<file path="config.mk">
export PLATFORM = sky130hd
export DESIGN_NAME = uart_cmd_asm
export DESIGN_NICKNAME = d
export VERILOG_FILES = /design/src/rtl/uart_cmd_asm.sv
export SDC_FILE = /design/constraint.sdc
export NUM_CORES = 1
export LEC_CHECK = 0
export CAP_MARGIN = 40
export CELL_PAD_IN_SITES_DETAIL_PLACEMENT = 1
export CELL_PAD_IN_SITES_GLOBAL_PLACEMENT = 1
export CORE_MARGIN = 2
export CORE_UTILIZATION = 34
export CTS_CLUSTER_DIAMETER = 50
export DETAILED_ROUTE_END_ITERATION = 6
export PLACE_DENSITY = 0.84
export RECOVER_POWER = 100
export SLEW_MARGIN = 10
export SYNTH_ARGS = -nofsm -noshare
export SYNTH_HDL_FRONTEND = slang
export SYNTH_SLANG_ARGS = --single-unit
</file>
<file path="constraint.sdc">
create_clock -name clk -period 1.64 [get_ports clk]
set_clock_uncertainty 0.15 [all_clocks]
set_input_delay 0.246 -clock clk [delete_from_list [all_inputs] [get_ports clk]]
set_output_delay 0.246 -clock clk [all_outputs]
set_load 0.02 [all_outputs]
</file>
<file path="src/rtl/uart_cmd_asm.sv">
// uart_cmd_asm: packs two received UART bytes (high byte first) into a 16-bit
// command, with a sticky overrun flag. Define UART_CMD_TIMEOUT_EN to enable the
// inter-byte timeout that drops a lone high byte after TIMEOUT_CYCLES clocks.
module uart_cmd_asm #(
   parameter int unsigned TIMEOUT_CYCLES = 52080
) (
   input  logic        clk,
   input  logic        rst_n,
   input  logic [7:0]  rx_data,
   input  logic        rx_rdy,
   output logic        clr_rx_rdy,
   output logic [15:0] cmd,
   output logic        cmd_rdy,
   input  logic        clr_cmd_rdy,
   output logic        overrun
);

   typedef enum logic {S_HIGH = 1'b0, S_LOW = 1'b1} state_t;

   state_t      state, state_nxt;
   logic        armed, armed_nxt;
   logic [7:0]  hi_byte, hi_byte_nxt;
   logic [15:0] cmd_nxt;
   logic        cmd_rdy_nxt;
   logic        overrun_nxt;
   logic        clr_rx_rdy_nxt;
   logic        accept_c;
   logic        complete_c;
   logic        timeout_c;

   // Elaboration-time guard on the timeout range
   if (TIMEOUT_CYCLES < 2 || TIMEOUT_CYCLES > 1048575) begin : g_bad_timeout
      $error("uart_cmd_asm: TIMEOUT_CYCLES out of range");
   end

`ifdef UART_CMD_TIMEOUT_EN
   localparam int unsigned CNT_W = $clog2(TIMEOUT_CYCLES);
   localparam logic [CNT_W-1:0] CNT_LAST = CNT_W'(TIMEOUT_CYCLES - 1);
   localparam logic [CNT_W-1:0] CNT_MAX  = '1;

   logic [CNT_W-1:0] cnt, cnt_nxt;

   // Inter-byte counter: cleared on high byte, saturating count while waiting in LOW
   always_comb begin
      cnt_nxt   = cnt;
      timeout_c = 1'b0;
      if (state == S_HIGH) begin
         if (accept_c) cnt_nxt = '0;
      end else if (!accept_c) begin
         if (cnt != CNT_MAX) cnt_nxt = cnt + CNT_W'(1);
         timeout_c = (cnt_nxt == CNT_LAST);
      end
   end

   // Counter register
   always_ff @(posedge clk or negedge rst_n) begin
      if (!rst_n) cnt <= '0;
      else        cnt <= cnt_nxt;
   end
`else
   assign timeout_c = 1'b0;
`endif

   // Accept each receiver byte once: re-arm only after rx_rdy has been seen low
   assign accept_c   = rx_rdy & armed;
   assign complete_c = (state == S_LOW) & accept_c;

   // Next-state and next-output logic
   always_comb begin
      state_nxt      = state;
      armed_nxt      = armed;
      hi_byte_nxt    = hi_byte;
      cmd_nxt        = cmd;
      cmd_rdy_nxt    = cmd_rdy;
      overrun_nxt    = overrun;
      clr_rx_rdy_nxt = accept_c;

      if (!rx_rdy)       armed_nxt = 1'b1;
      else if (accept_c) armed_nxt = 1'b0;

      case (state)
         S_HIGH: begin
            if (accept_c) begin
               hi_byte_nxt = rx_data;
               state_nxt   = S_LOW;
            end
         end
         S_LOW: begin
            if (accept_c) begin
               cmd_nxt   = {hi_byte, rx_data};
               state_nxt = S_HIGH;
            end else if (timeout_c) begin
               state_nxt = S_HIGH;
            end
         end
         default: state_nxt = S_HIGH;
      endcase

      // Completion wins over a simultaneous acknowledge
      if (complete_c)       cmd_rdy_nxt = 1'b1;
      else if (clr_cmd_rdy) cmd_rdy_nxt = 1'b0;

      if (complete_c && cmd_rdy && !clr_cmd_rdy) overrun_nxt = 1'b1;
      else if (clr_cmd_rdy)                      overrun_nxt = 1'b0;
   end

   // State register
   always_ff @(posedge clk or negedge rst_n) begin
      if (!rst_n) state <= S_HIGH;
      else        state <= state_nxt;
   end

   // Datapath and output registers
   always_ff @(posedge clk or negedge rst_n) begin
      if (!rst_n) begin
         armed      <= 1'b1;
         hi_byte    <= 8'h00;
         cmd        <= 16'h0000;
         cmd_rdy    <= 1'b0;
         overrun    <= 1'b0;
         clr_rx_rdy <= 1'b0;
      end else begin
         armed      <= armed_nxt;
         hi_byte    <= hi_byte_nxt;
         cmd        <= cmd_nxt;
         cmd_rdy    <= cmd_rdy_nxt;
         overrun    <= overrun_nxt;
         clr_rx_rdy <= clr_rx_rdy_nxt;
      end
   end

endmodule
</file>
==> results of run 1 <==
through the flow:
step                      hold slack [ns]  area (sq um)  power [mW]  TNS, ns  util, %
after floorplan                    -0.200          1130        1.91        0        -
after global placement              0.330          1510        2.44    -4.80     48.6
after detailed placement            0.343          1510        2.53    -5.54     48.6
after CTS                           0.135          1560        2.82        0     50.2
after global routing                0.338          1550        2.89        0     49.8
final                               0.331          1550        2.73        0     49.8
cell families (layout without fill, tap and decap cells):
group	count (synthesis)	count (layout)
and+or+nand+nor	2	2
adders and majority gates	2	2
buffers and inverters	7	47
muxes	24	24
AOI/OAI and AO/OA	2	2
DFF	29	29
flip-flops by register name (all words and copies together), names as in the netlist:
name and cells:
overrun 1, hi_byte 8, armed 1, cmd_rdy 1, cmd 16, state 1
clr_rx_rdy 1
worst paths after layout:
| kind | start | end | slack (ns) |
|---|---|---|---|
| min | clr_cmd_rdy | overrun | 0.33 |
| min in group asynchronous | rst_n | cmd_rdy | 0.35 |
| max reg2reg | armed | cmd[4] | 0.05 |
| max in group asynchronous | rst_n | hi_byte[4] | 0.53 |
| min reg2reg | hi_byte[7] | cmd[15] | 0.35 |
| max | armed | cmd[4] | 0.05 |
layout make-up:
class / instances / area (sq um)
clock buffers: 7 / 55.1
fillers: 333 / 1560
inverters: 4 / 15.0
multi-input cells: 30 / 358
flip-flops and latches: 29 / 727
well taps: 44 / 55.1
repair buffers: 36 / 335
cells in the mapped netlist, drive strengths merged:
cell type,number
dfrtp,28
mux2,24
inv,4
buf,3
ha,2
a21o,1
a21oi,1
and2,1
dfstp,1
nor2,1
placed cells by master (no fill, tap or decap), types with 2 or more instances in the layout:
master	synthesis	layout
dfrtp_1	28	28
dlygate4sd2_1	0	19
mux2_2	16	15
clkdlybuf4s50_1	0	9
mux2_1	0	6
clkbuf_4	0	5
inv_1	4	4
mux2_4	8	3
buf_4	0	3
ha_4	0	2
dlygate4sd3_1	0	2
power by group through the flow:
stage                     Combinational, mW  Clock (mW)  Sequential (mW)
after global routing                   1.16       0.471             1.25
after global placement                 1.22           0             1.21
after floorplan                       0.450           0             1.46
final                                  1.07       0.436             1.22
after CTS                              1.14       0.450             1.23
after detailed placement               1.28           0             1.25
layer usage:
metal  up-vias  GRT usage, %
li1        305             -
met2        24          22.6
met4         0          5.47
met5         -             0
met1       342          14.6
met3         2          5.04
what timing repair did:
action	in CTS	in global routing
endpoints found under the setup margin	36	7
pin swaps	1	0
buffers inserted	1	0
cloned	0	0
gates resized for setup	22	4
==> impl_results.md, run 1 <==
- Tot GR Track Use: 13.1%
- Top cells by area, synth: dfrtp_1 62%, mux2_2 16%, mux2_4 11%
- DP Cell Count: 142
- Site row count: 20
- CP arrival: 1.65 ns
- Worst vdd ir: 0.687 mV
- Final period utilization: 96.9%
- CTS Buf Count: 5
- Drt pass-1 iters: 3
- RePlAce Congestion: 0.618
- Diodes inserted: 0
- Crit-path max FO: 6
- Library cells used by synthesis: 13
- Final HPWL DP: 1700 microns
- Share of post-route cells with drive strength above 1: 33.0%
- Net Sw Frac: 34.6%
- DRC violations left: 0
- # IOs: 31
- Syn Inst Count: 66
- Final setup margin: 0.0503 ns
- Complex-gate fraction of the synthesized area: 1.22%
- Critical path capture point type: flip-flop
- Wire length on met2: 1140 microns
- Post-synthesis mux area share: 26.6%
- Max-cap violations: 0
- Clk sinks: 29
- Total wire length: 2240 microns
- Sequential fraction of design power: 44.6%
- Worst Tran Pin Value: 0.703 ns
- Final setup fails: 0
- Longest Clk Path Bufs: 2
- Die extent in y: 61.6 microns
- Drt initial violations: 11
- Post-synthesis sequential area ratio: 64.5%
- RSZ-0062 raised after global routing: no
- Post-CTS Hold Buffers: 0
- Growth of design area from synthesis to finish: 37.1%
- Antenna violations before repair: 0
- Biggest area consumer among synthesized cells: dfrtp_1
- Top layer in use: met4
- IO Port Bufs: 30
- Clock network fraction of design power: 16.0%
- CP Class: reg -> reg
- Largest stage delay, worst path: 0.53 ns
- Vias: 673
- CTS tree: done
- Final Hold Viols: 0
- XOR/XNOR Fraction of Synth Area: 0%
- DIE WIDTH: 61.6 microns
- Initial Util: 36.3%
- Vias in the first global route: 718
- Adder-Cell Fraction of Synth Area: 2.22%
- Crit-path slowest cell: dfstp_2
- Met3 WL: 154 microns
- Congestion Overflow GR: 0
- Delay-heaviest family, CP: flip-flops
- Layout Cells excl Fill: 150
- Die area: 3790 sq um
- Worst-path clk slew: 0.09 ns
- Post-route met1 wirelength: 920 microns
- Synth Cell Area: 1130 sq um
- WHS Path Cells: 2
- Logic pwr share: 39.4%
- Hold Crit Class: in -> reg
- Post-Syn Nets: 80
- Syn_area_per_cell: 17.1 sq um
- Place WS: -0.265 ns
- Min Tclk post-route: 1.59 ns
- Nets: 120
- Critical path cell sequence: and2_4 -> ha_4 -> buf_4 -> mux2_2
- Yosys top cell area share: 62.2%
- DR WL/cell: 14.9 microns
- Bufs and invs on worst path: 1
- Simple-gate share of the synthesized area: 0.888%
- Internal: 1.78 mW
- Path depth of the worst reg2reg path: 4
- Clk_lat worst skew: 0.32 ns
- Required @ worst endpoint: 1.70 ns
- H-tree levels: 2
- Max Slew Vio Count: 0
- ANT nets after route: 0
- Startpoint Class: flip-flop
- Status: complete, no violations
- Clock tree root buffer cell: clkbuf_4
- Seq cells post-synth: 29
- Synth warn: 0
- Main combinational cell family by area after synthesis: multiplexers
- Vias per inst: 4.49
- Pin count of the biggest net entering global routing: 30
- Pwr per Cell Area: 1760 nW/um^2
- Max_slew headroom: 53.1%
- Static Leak: 0.722 nW
- Critical Path Stages: 4
- First-pass GRT wire length: 3420 microns
- Switch Pwr: 0.942 mW
- Core Box Area: 3100 sq um
- Fmax: 629 MHz
(Power assumes the default switching activity.)
==> run 2: changes to the inputs <==
--- a/constraint.sdc
+++ b/constraint.sdc
@@ -3,3 +3,3 @@
 set_input_delay 0.246 -clock clk [delete_from_list [all_inputs] [get_ports clk]]
 set_output_delay 0.246 -clock clk [all_outputs]
-set_load 0.02 [all_outputs]
+set_load 0.01 [all_outputs]
==> run 2 against run 1 <==
  * Critical path depth fell by 3
  * Power decreased by 3.9%
  * Fmax decreased by 0.92%
  * Core utilization grew 1.0 points
  * Via count decreased by 0.74%
  * Routed wire length increased by 3.1%
  * Final cell count unchanged
  * Non-clock buffer count is the same
  * Clock power is essentially flat
  * Hold slack improved by 0.0018 ns
  * Die area stayed put
==> impl_results.md, run 2 (synthesis results as in run 1) <==
- Pwr per Cell Area: 1660 nW/um^2 (-5.9%)
- Core Box Area: 3100 sq um (unchanged)
- Startpoint Class: flip-flop
- Clk_lat worst skew: 0.32 ns (about the same)
- Drt initial violations: 12 (+1)
- Vias: 668 (-0.74%)
- DIE WIDTH: 61.6 microns (unchanged)
- Final HPWL DP: 1700 microns (unchanged)
- Critical path cell sequence: clkdlybuf4s50_1
- Min Tclk post-route: 1.60 ns (+0.0148 ns)
- Place WS: -0.265 ns (unchanged)
- Commonest non-fill, non-tap cell in the layout: dfrtp_1
- Delay-heaviest family, CP: buffers and inverters
- Largest reg by FF count: cmd
- Clk sinks: 29 (unchanged)
- ANT nets after route: 0 (unchanged)
- Max FFs per register: 16 (unchanged)
- Pin count of the biggest net entering global routing: 30 (unchanged)
- CTS tree: done
- Final Instance Area: 1580 sq um (+2.1%)
- Vias in the first global route: 718 (unchanged)
- Reg-to-Reg Start: armed
- Final Hold Viols: 0 (unchanged)
- DRC violations left: 0 (unchanged)
- Hold Crit Class: in -> reg
- DR WL/cell: 15.4 microns (+3.1%)
- Crit path to: cmd[13]
- Static Leak: 0.790 nW (+9.4%)
- Reg2Reg Setup Slack: 0.05 ns (about the same)
- Required @ worst endpoint: 1.24 ns (-0.46 ns)
- DP Cell Count: 142 (unchanged)
- Critical Path Stages: 1 (-3)
- Worst-path clk slew: 0.09 ns (about the same)
- Growth of design area from synthesis to finish: 40.0%
- Worst vdd ir: 0.664 mV (-3.3%)
- Die extent in y: 61.6 microns (unchanged)
- Fmax: 623 MHz (-0.92%)
- Diodes inserted: 0 (unchanged)
- Drt pass-1 iters: 3 (unchanged)
- H-tree levels: 2 (unchanged)
- Crit-path max FO: 2 (-4)
- Final period utilization: 97.8% (+0.90 points)
- Clock tree root buffer cell: clkbuf_4
- Site row count: 20 (unchanged)
- Nets: 120 (unchanged)
- Final setup fails: 0 (unchanged)
- Dpl cell area: 1510 sq um (unchanged)
- IO Port Bufs: 30 (unchanged)
- Max Slew Vio Count: 0 (unchanged)
- Largest stage delay, worst path: 0.53 ns (about the same)
- # IOs: 31 (unchanged)
- Hold WS: 0.333 ns (+0.00182 ns)
- Antenna violations before repair: 0 (unchanged)
- RePlAce Congestion: 0.618 (unchanged)
- Status: complete, no violations
- CP startpoint: cmd[13]
- Worst Tran Pin Value: 0.711 ns (+0.00839 ns)
- CP arrival: 1.21 ns (-0.44 ns)
- Vias per inst: 4.45 (-0.74%)
- R2r endpoint: cmd[4]
- CTS Buf Count: 5 (unchanged)
- Critical path capture point type: output pin
- Fillcell total: 331 (-0.60%)
- Bufs and invs on worst path: 1 (unchanged)
- Initial Util: 36.3% (unchanged)
- Congestion Overflow GR: 0 (unchanged)
- Die area: 3790 sq um (unchanged)
- Tot GR Track Use: 13.1% (-0.044 points)
- Share of post-route cells with drive strength above 1: 32.1% (-0.94 points)
- Total wire length: 2310 microns (+3.1%)
- Post-CTS Hold Buffers: 0 (unchanged)
- Max_slew headroom: 52.6% (-0.56 points)
- Biggest regs: cmd: 16 flops, hi_byte: 8 flops
- First-pass GRT wire length: 3420 microns (-0.20%)
- RSZ-0062 raised after global routing: no
- CP Class: reg -> out
- Final Power: 2.62 mW (-3.9%)
- Path depth of the worst reg2reg path: 4 (unchanged)
- Most frequent cells in the layout: 28 x dfrtp_1, 15 x mux2_2, 11 x clkdlybuf4s50_1
- Final setup margin: 0.0355 ns (-0.0148 ns)
- Longest Clk Path Bufs: 2 (unchanged)
- Crit-path slowest cell: clkdlybuf4s50_1
- Max-cap violations: 0 (unchanged)
- Layout Cells excl Fill: 150 (unchanged)
[run 2: cell type report]
class | count | area, sq um | area share, %
clock buffer | 7 | 55.1 | 3.49
inverter | 4 | 15.0 | 0.952
multi-input combinational | 30 | 354 | 22.4
sequential | 29 | 727 | 46.1
tap | 44 | 55.1 | 3.49
timing repair buffer | 36 | 372 | 23.6
[run 2: report_power, final]
part	total, mW	switching, mW	internal (mW)
logic	0.966	0.373	0.592
clock network	0.435	0.233	0.202
registers	1.22	0.180	1.04
total	2.62	0.786	1.83
[run 2: routing by layer]
layer / routed length, microns / global-route usage (%) / vias up
li1: - / - / 305
met1: 939 / 14.6 / 337
met2: 1190 / 22.4 / 24
met3: 158 / 5.04 / 2
met4: 22 / 5.47 / 0
met5: 0 / 0 / -
[run 2: worst min-delay path by stage]
stage | startpoint | end | slack (ns) | cells after the start
after CTS | rst_n | cmd_rdy | 0.13 | 2
after floorplan | rst_n | clr_rx_rdy | -0.20 | 0
after global routing | clr_cmd_rdy | overrun | 0.34 | 2
final | clr_cmd_rdy | overrun | 0.33 | 2
after detailed placement | hi_byte[7] | cmd[15] | 0.34 | 1
after global placement | overrun | overrun | 0.33 | 2
[run 2: what timing repair did]
item	CTS	global route
setup buffers	1	0
hold endpoints to repair	0	0
pin swaps	1	0
setup endpoints to repair	25	16
gates resized for setup	11	13
[run 2: stage by stage]
step / TNS, ns / util (%)
finish: 0 / 50.8
floorplan: 0 / -
global route: 0 / 50.8
CTS: 0 / 50.6
global placement: -4.80 / 48.6
detailed placement: -5.54 / 48.6
